`config.mk`:
```
export PLATFORM = sky130hd
export DESIGN_NAME = cic_interpolator
export DESIGN_NICKNAME = d
export VERILOG_FILES = /design/src/rtl/cic_interpolator.sv
export SDC_FILE = /design/constraint.sdc
export NUM_CORES = 1
export LEC_CHECK = 0
export BUFFER_PORTS_ARGS = -buffer_cell sky130_fd_sc_hd__buf_2
export CORE_ASPECT_RATIO = 0.7
export CORE_MARGIN = 2
export CORE_UTILIZATION = 30
export DETAILED_ROUTE_END_ITERATION = 10
export PLACE_DENSITY = 0.49
export REMOVE_ABC_BUFFERS = 1
export SYNTH_ARGS = -nofsm -noshare
export SYNTH_HDL_FRONTEND = slang
export SYNTH_SLANG_ARGS = --single-unit
export TNS_END_PERCENT = 1
```
`constraint.sdc`:
```
create_clock -name clk -period 7.6 [get_ports clk]
set_clock_uncertainty 0.1 [all_clocks]
set_input_delay 1.52 -clock clk [delete_from_list [all_inputs] [get_ports clk]]
set_output_delay 1.52 -clock clk [all_outputs]
set_load 0.03 [all_outputs]
```
`src/rtl/cic_interpolator.sv`:
```
//==============================================================================
// Module      : cic_interpolator
// Description : N-stage CIC interpolator: low-rate combs, zero-stuff by RATE,
//               high-rate pipelined integrators, valid/ready on both sides.
//               Optional macro CIC_INTERP_ROUND_EN selects round-half-up output.
// Revision    : 1.0 - initial release
//==============================================================================
`default_nettype none

module cic_interpolator #(
  parameter int DATA_IN_WIDTH      = 12,
  parameter int ACC_WIDTH          = 24,
  parameter int DATA_OUT_WIDTH     = 20,
  parameter int NUM_STAGES         = 3,
  parameter int RATE               = 4,
  parameter int DIFFERENTIAL_DELAY = 1,
  parameter int OUT_SHIFT          = 4
) (
  input  logic                      clk,
  input  logic                      reset_n,
  input  logic                      s_valid,
  output logic                      s_ready,
  input  logic [DATA_IN_WIDTH-1:0]  s_data,
  output logic                      m_valid,
  input  logic                      m_ready,
  output logic [DATA_OUT_WIDTH-1:0] m_data,
  output logic                      m_first
);

  localparam int              PH_W    = $clog2(RATE);
  localparam logic [PH_W-1:0] PH_LAST = PH_W'(RATE - 1);
`ifdef CIC_INTERP_ROUND_EN
  localparam logic [ACC_WIDTH-1:0] RND = ACC_WIDTH'((64'd1 << OUT_SHIFT) >> 1);
`endif

  logic [PH_W-1:0]           phase_q, phase_d;
  logic                      m_valid_q, m_valid_d;
  logic                      m_first_q, m_first_d;
  logic [DATA_OUT_WIDTH-1:0] m_data_q, m_data_d;

  logic signed [ACC_WIDTH-1:0] dly_q   [NUM_STAGES][DIFFERENTIAL_DELAY];
  logic signed [ACC_WIDTH-1:0] comb_in [NUM_STAGES];
  logic signed [ACC_WIDTH-1:0] integ_q [NUM_STAGES];
  logic signed [ACC_WIDTH-1:0] integ_d [NUM_STAGES];
  logic signed [ACC_WIDTH-1:0] comb_out;
  logic signed [ACC_WIDTH-1:0] upsamp;
  logic signed [ACC_WIDTH-1:0] out_acc;

  logic out_free;
  logic at_zero;
  logic adv;
  logic accept;

  // The whole chain moves only when the output register can take a new beat.
  assign out_free = !m_valid_q || m_ready;
  assign at_zero  = (phase_q == '0);
  assign adv      = out_free && (!at_zero || s_valid);
  assign accept   = adv && at_zero;
  assign s_ready  = at_zero && out_free;

  assign m_valid  = m_valid_q;
  assign m_data   = m_data_q;
  assign m_first  = m_first_q;

  always_comb begin
    comb_out = {{(ACC_WIDTH-DATA_IN_WIDTH){s_data[DATA_IN_WIDTH-1]}}, s_data};
    for (int k = 0; k < NUM_STAGES; k++) begin
      comb_in[k] = comb_out;
      comb_out   = comb_out - dly_q[k][DIFFERENTIAL_DELAY-1];
    end
    upsamp = at_zero ? comb_out : '0;
  end

  always_comb begin
    // Integrators are pipelined: each stage adds the previous stage's registered value.
    integ_d[0] = integ_q[0] + upsamp;
    for (int k = 1; k < NUM_STAGES; k++) begin
      integ_d[k] = integ_q[k] + integ_q[k-1];
    end
`ifdef CIC_INTERP_ROUND_EN
    out_acc = integ_d[NUM_STAGES-1] + RND;
`else
    out_acc = integ_d[NUM_STAGES-1];
`endif
    phase_d   = phase_q;
    m_valid_d = m_valid_q;
    m_data_d  = m_data_q;
    m_first_d = m_first_q;
    if (adv) begin
      phase_d   = (phase_q == PH_LAST) ? '0 : phase_q + 1'b1;
      m_valid_d = 1'b1;
      m_data_d  = DATA_OUT_WIDTH'(out_acc >>> OUT_SHIFT);
      m_first_d = at_zero;
    end else if (m_ready) begin
      m_valid_d = 1'b0;
    end
  end

  always_ff @(posedge clk) begin
    if (!reset_n) begin
      phase_q   <= '0;
      m_valid_q <= 1'b0;
      m_data_q  <= '0;
      m_first_q <= 1'b0;
      for (int k = 0; k < NUM_STAGES; k++) begin
        integ_q[k] <= '0;
        for (int j = 0; j < DIFFERENTIAL_DELAY; j++) begin
          dly_q[k][j] <= '0;
        end
      end
    end else begin
      phase_q   <= phase_d;
      m_valid_q <= m_valid_d;
      m_data_q  <= m_data_d;
      m_first_q <= m_first_d;
      if (adv) begin
        for (int k = 0; k < NUM_STAGES; k++) begin
          integ_q[k] <= integ_d[k];
        end
      end
      // Comb delay lines see only accepted low-rate samples, never stuffed zeros.
      if (accept) begin
        for (int k = 0; k < NUM_STAGES; k++) begin
          dly_q[k][0] <= comb_in[k];
          for (int j = 1; j < DIFFERENTIAL_DELAY; j++) begin
            dly_q[k][j] <= dly_q[k][j-1];
          end
        end
      end
    end
  end

endmodule

`default_nettype wire

```
Word-level counts from Yosys, hierarchy flattened
Memory sizes are Yosys's and may differ from the RTL's.
Index checks and enable logic that the tools add are counted.
{ "word_totals": {"register_bits": 24, "mem_bits_rw": 144, "n_memories": 2} }
{ "mem_list": {"columns": ["memory", "words", "width", "read_ports", "rd_clocked_by_memory_dff", "wr", "line", "source"], "rows": [
  ["dly_q", 3, 24, 3, 0, 3, "41", "logic signed [ACC_WIDTH-1:0] dly_q [NUM_STAGES][DIFFERENTIAL_DELAY];"],
  ["integ_q", 3, 24, 3, 0, 3, "43", "logic signed [ACC_WIDTH-1:0] integ_q [NUM_STAGES];"]
]} }
{ "op_classes": {"add_sub_neg": 7, "n_eq_ne": 1, "muxes": 17, "n_bitwise": 6, "reduce_logical": 9} }
{ "op_table": {"columns": ["op", "count"], "rows": [
  ["$mux W24", 7],
  ["$add A24 B24 Y24", 3],
  ["$sub A24 B24 Y24", 2],
  ["$sub A12 B24 Y24", 1],
  ["$mux W1", 9],
  ["$or A1 B1 Y1", 6],
  ["$logic_and A1 B1 Y1", 3],
  ["$add A2 B1 Y2 const B", 1],
  ["$eq A2 B2 Y1 const B", 1],
  ["$logic_not A1 Y1", 2],
  ["$logic_not A2 Y1", 1],
  ["$logic_or A1 B1 Y1", 2],
  ["$mux W2", 1],
  ["$reduce_bool A2 Y1", 1]
]} }

Longest topological paths before layout
{ "depth": {"word_depth": 9, "ltp_mapped": 38} }

Least setup slack after synthesis
OpenSTA, ideal clock, no wires.
{ "synth_timing": {"path_kind": "input-to-reg", "startpoint": "input port s_data[0]", "endpoint": "memory integ_q[0][23] (data pin)", "setup_ns": 0.148, "t_arrival_ns": 7.955, "t_required_ns": 7.352, "setup_slack_ns": -0.603, "stages": 37, "cell_sequence": "inv_1 -> ha_1 -> inv_1 -> fa_1 -> a21o_1 -> a21oi_1 -> o21bai_1 -> a21oi_1 -> o21ai_0 -> a21oi_1 -> xnor2_1 -> ha_1 -> a211oi_2 -> nor2_1 -> or2_1 -> a21oi_1 -> o21ai_0 -> a21o_1 -> a21oi_1 -> xnor2_1 -> ha_1 -> and2_1 -> a221oi_2 -> and2_1 -> a31oi_1 -> a21oi_1 -> xor2_1 -> nor2_1 -> ha_1 -> a21o_1 -> a21o_1 -> a21o_1 -> or3_1 -> nor3_1 -> nor3_1 -> nand2b_1 -> mux2i_1"} }
{ "synth_lines": {"columns": ["element", "line", "source"], "rows": [
  ["start, declared", "23", "input logic [DATA_IN_WIDTH-1:0] s_data,"],
  ["end, declared", "43", null]
]} }

==> summary.txt <==
Run status
  – Status: finished with violations
  – Failing checks: negative setup slack

Placed design
  – GPL Wtd Cong: about 0.81
  – Cells after DPL: slightly below 2000
  – Worst slack, placed: -1.10 ns
  – # port buffers: 38
  – HPWL after detailed placement: about 21000 um

Cells and area
  – Fin cells: 2026
  – Commonest non-fill, non-tap cell in the layout: buf_4
  – Area of the multi-input gates: 7250 um2
  – Fill cell count: between 3000 and 4000
  – Most frequent cells in the layout: buf_4, edfxtp_1, ha_1
  – Final net count: 1636
  – Syn-to-layout area delta: 25.9%
  – Register area: approximately 4400 um2
  – Share of cells above drive strength 1: 0.224

Floorplan
  – # IOs: 39
  – Die area: between 40000 and 50000 um2
  – Die X: 242 um
  – Initial core utilization: 0.306
  – Cell row count: 60
  – Core area: 38700 um2
  – Chip Height: 170 um

Logic synthesis
  – Synthesized instance count: ~1300
  – Synthesized area: about 12000 um2
  – FFs w/ async S/R, synth: 0
  – Post-synth EDFFs: 132
  – Synth warn: 0
  – Syn avg cell area: 9.34 um2
  – Post-synth top flop: edfxtp_1
  – Register area share after synthesis: 0.375
  – Yosys cell types: 67
  – Synthesized flop and latch total: approximately 160

CTS
  – Reg clk slew, reported paths: approximately 0.070 ns
  – Clk_lat worst skew: between 0.4 and 0.5 ns
  – H-tree depth: 4
  – CTS buffer count: 17
  – Hold Buf Count CTS: 0
  – Clock net sink count: about 160
  – Root Driver: clkbuf_16
  – Bufs on Longest Clock Path: 2
  – CTS tree: built

Worst setup path
  – Crit-path slowest cell: a2111o_1
  – FF-to-FF End: integ_q[0][23]
  – Reg2Reg Depth: 36
  – Critical Path AT: 7.86 ns
  – Critical path launch point type: primary input
  – R2r setup slk: about 0.63 ns
  – Crit. End Element: flip-flop
  – Type of the worst setup path: primary input to flip-flop
  – CP max FO: 4
  – Critical R2R Launch: dly_q[0][0]
  – CP required: between 7 and 8 ns
  – Top cell by count, worst path: a21oi_2
  – Crit path largest cell delay: approximately 0.38 ns

Routing
  – DR WL/cell: approximately 14 um
  – Routed wire length: ~29000 um
  – Detail Route Antenna Nets: 0
  – Number of detailed-route iterations in the first pass: 5
  – Via count: ~9700
  – # DRC: 0
  – Via density: between 4 and 5
  – Initial DRC count: 620

STA
  – Final hold slack: approximately 0.34 ns
  – Min cycle time layout: 7.76 ns
  – Crit share post-route: 1.02
  – Slew Limit Headroom: 0.312
  – Setup TNS: -0.156 ns
  – Worst-margin pin slew: between 1 and 1.5 ns
  – Final worst slack: -0.156 ns
  – Final Hold Viols: 0
  – Final setup fails: 1
  – RSZ-0062 raised after global routing: yes
  – FMAX: around 130 MHz
  – Max-slew violations: 0

GRT
  – Vias in the first global route: between 9000 and 10000
  – Total congestion overflow: 0
  – GRT Total Usage: 0.141
  – Initial antenna violation count: 0
  – First-pass GRT wire length: about 47000 um
  – Largest net degree at the start of global routing: 73

Worst hold path
  – Min-Delay Path Depth: 2
  – Worst hold start: m_data[19]
  – Hold endpoint: m_data[19]
  – Hold Crit Class: flip-flop to flip-flop

Flow run
  – MaxCap Viol Count: 0
repair_timing:
action / in CTS / in global routing
buffers inserted: 12 / 1
pin swaps: 57 / 37
endpoints found under the setup margin: 9 / 10
resized for setup: 61 / 20
how the worst max path moves through the flow:
stage	to	from
finish	integ_q[0][23]	s_data[2]
global route	integ_q[0][23]	s_data[0]
CTS	integ_q[0][23]	s_data[0]
global placement	integ_q[0][23]	s_data[1]
detailed placement	integ_q[0][23]	s_data[1]
floorplan	integ_q[0][23]	s_data[0]
cell usage after synthesis, drive strengths merged, types with 23 or more instances:
master,number,area [um2]
xor2,34,298
a21oi,99,495
nand2,86,323
a21o,59,443
and2,47,294
inv,103,387
nor2,104,390
edfxtp,132,3960
nor3,43,225
o21a,23,173
xnor2,52,455
ha,129,1610
o21ai,54,270
and3,35,219
dfxtp,24,480
stage by stage:
| step | utilization | area [um2] |
|---|---|---|
| after floorplan | - | 11800 |
| after global placement | 0.359 | 13900 |
| after detailed placement | 0.359 | 13900 |
| after CTS | 0.383 | 14800 |
| after global routing | 0.385 | 14900 |
| final | 0.385 | 14900 |
logic make-up (layout without fill, tap and decap cells):
family          count (synthesis)  count (layout)  share of synthesized area
flops                         156             156                      0.375
mux                             7               7                    0.00591
other cells                     0               1                          0
fa+ha+maj                     135             135                      0.146
simple gates                  418             418                      0.178
buf+inv                       132             360                     0.0420
compound gates                336             336                      0.190
xor+xnor                       86              86                     0.0635
sequential cells by signal, indices dropped and copies added, names as in the netlist:
name / flops
m_first: 1
dly_q: 60
integ_q: 72
m_data: 20
phase_q: 2
m_valid: 1
critical path: cells and delay by family:
| kind | cells | cell delay [ns] |
|---|---|---|
| buf+inv | 3 | 0.40 |
| xor+xnor | 2 | 0.22 |
| mux | 2 | 0.32 |
| compound gates | 18 | 3.04 |
| simple gates | 7 | 1.14 |
| fa+ha+maj | 4 | 1.20 |
metal layers:
metal | part of all wire | GRT usage | wire length (um)
met1 | 0.56 | 0.217 | 16100
met3 | 0.031 | 0.0311 | 898
met2 | 0.40 | 0.200 | 11400
met5 | 0 | 0 | 0
met4 | 0.0061 | 0.0247 | 176
final cells by class:
| cell class | instances | area share |
|---|---|---|
| diodes | 1 | 0.000168 |
| clock buffers | 20 | 0.0313 |
| clock inverters | 12 | 0.00738 |
| inverters | 104 | 0.0263 |
| multi-input cells | 982 | 0.486 |
| flip-flops and latches | 156 | 0.298 |
| well taps | 527 | 0.0442 |
| repair buffers | 224 | 0.107 |
Power is left out: the tool's default activity adds up to more than one toggle a clock period on the data nets, which glitch-free logic cannot reach.
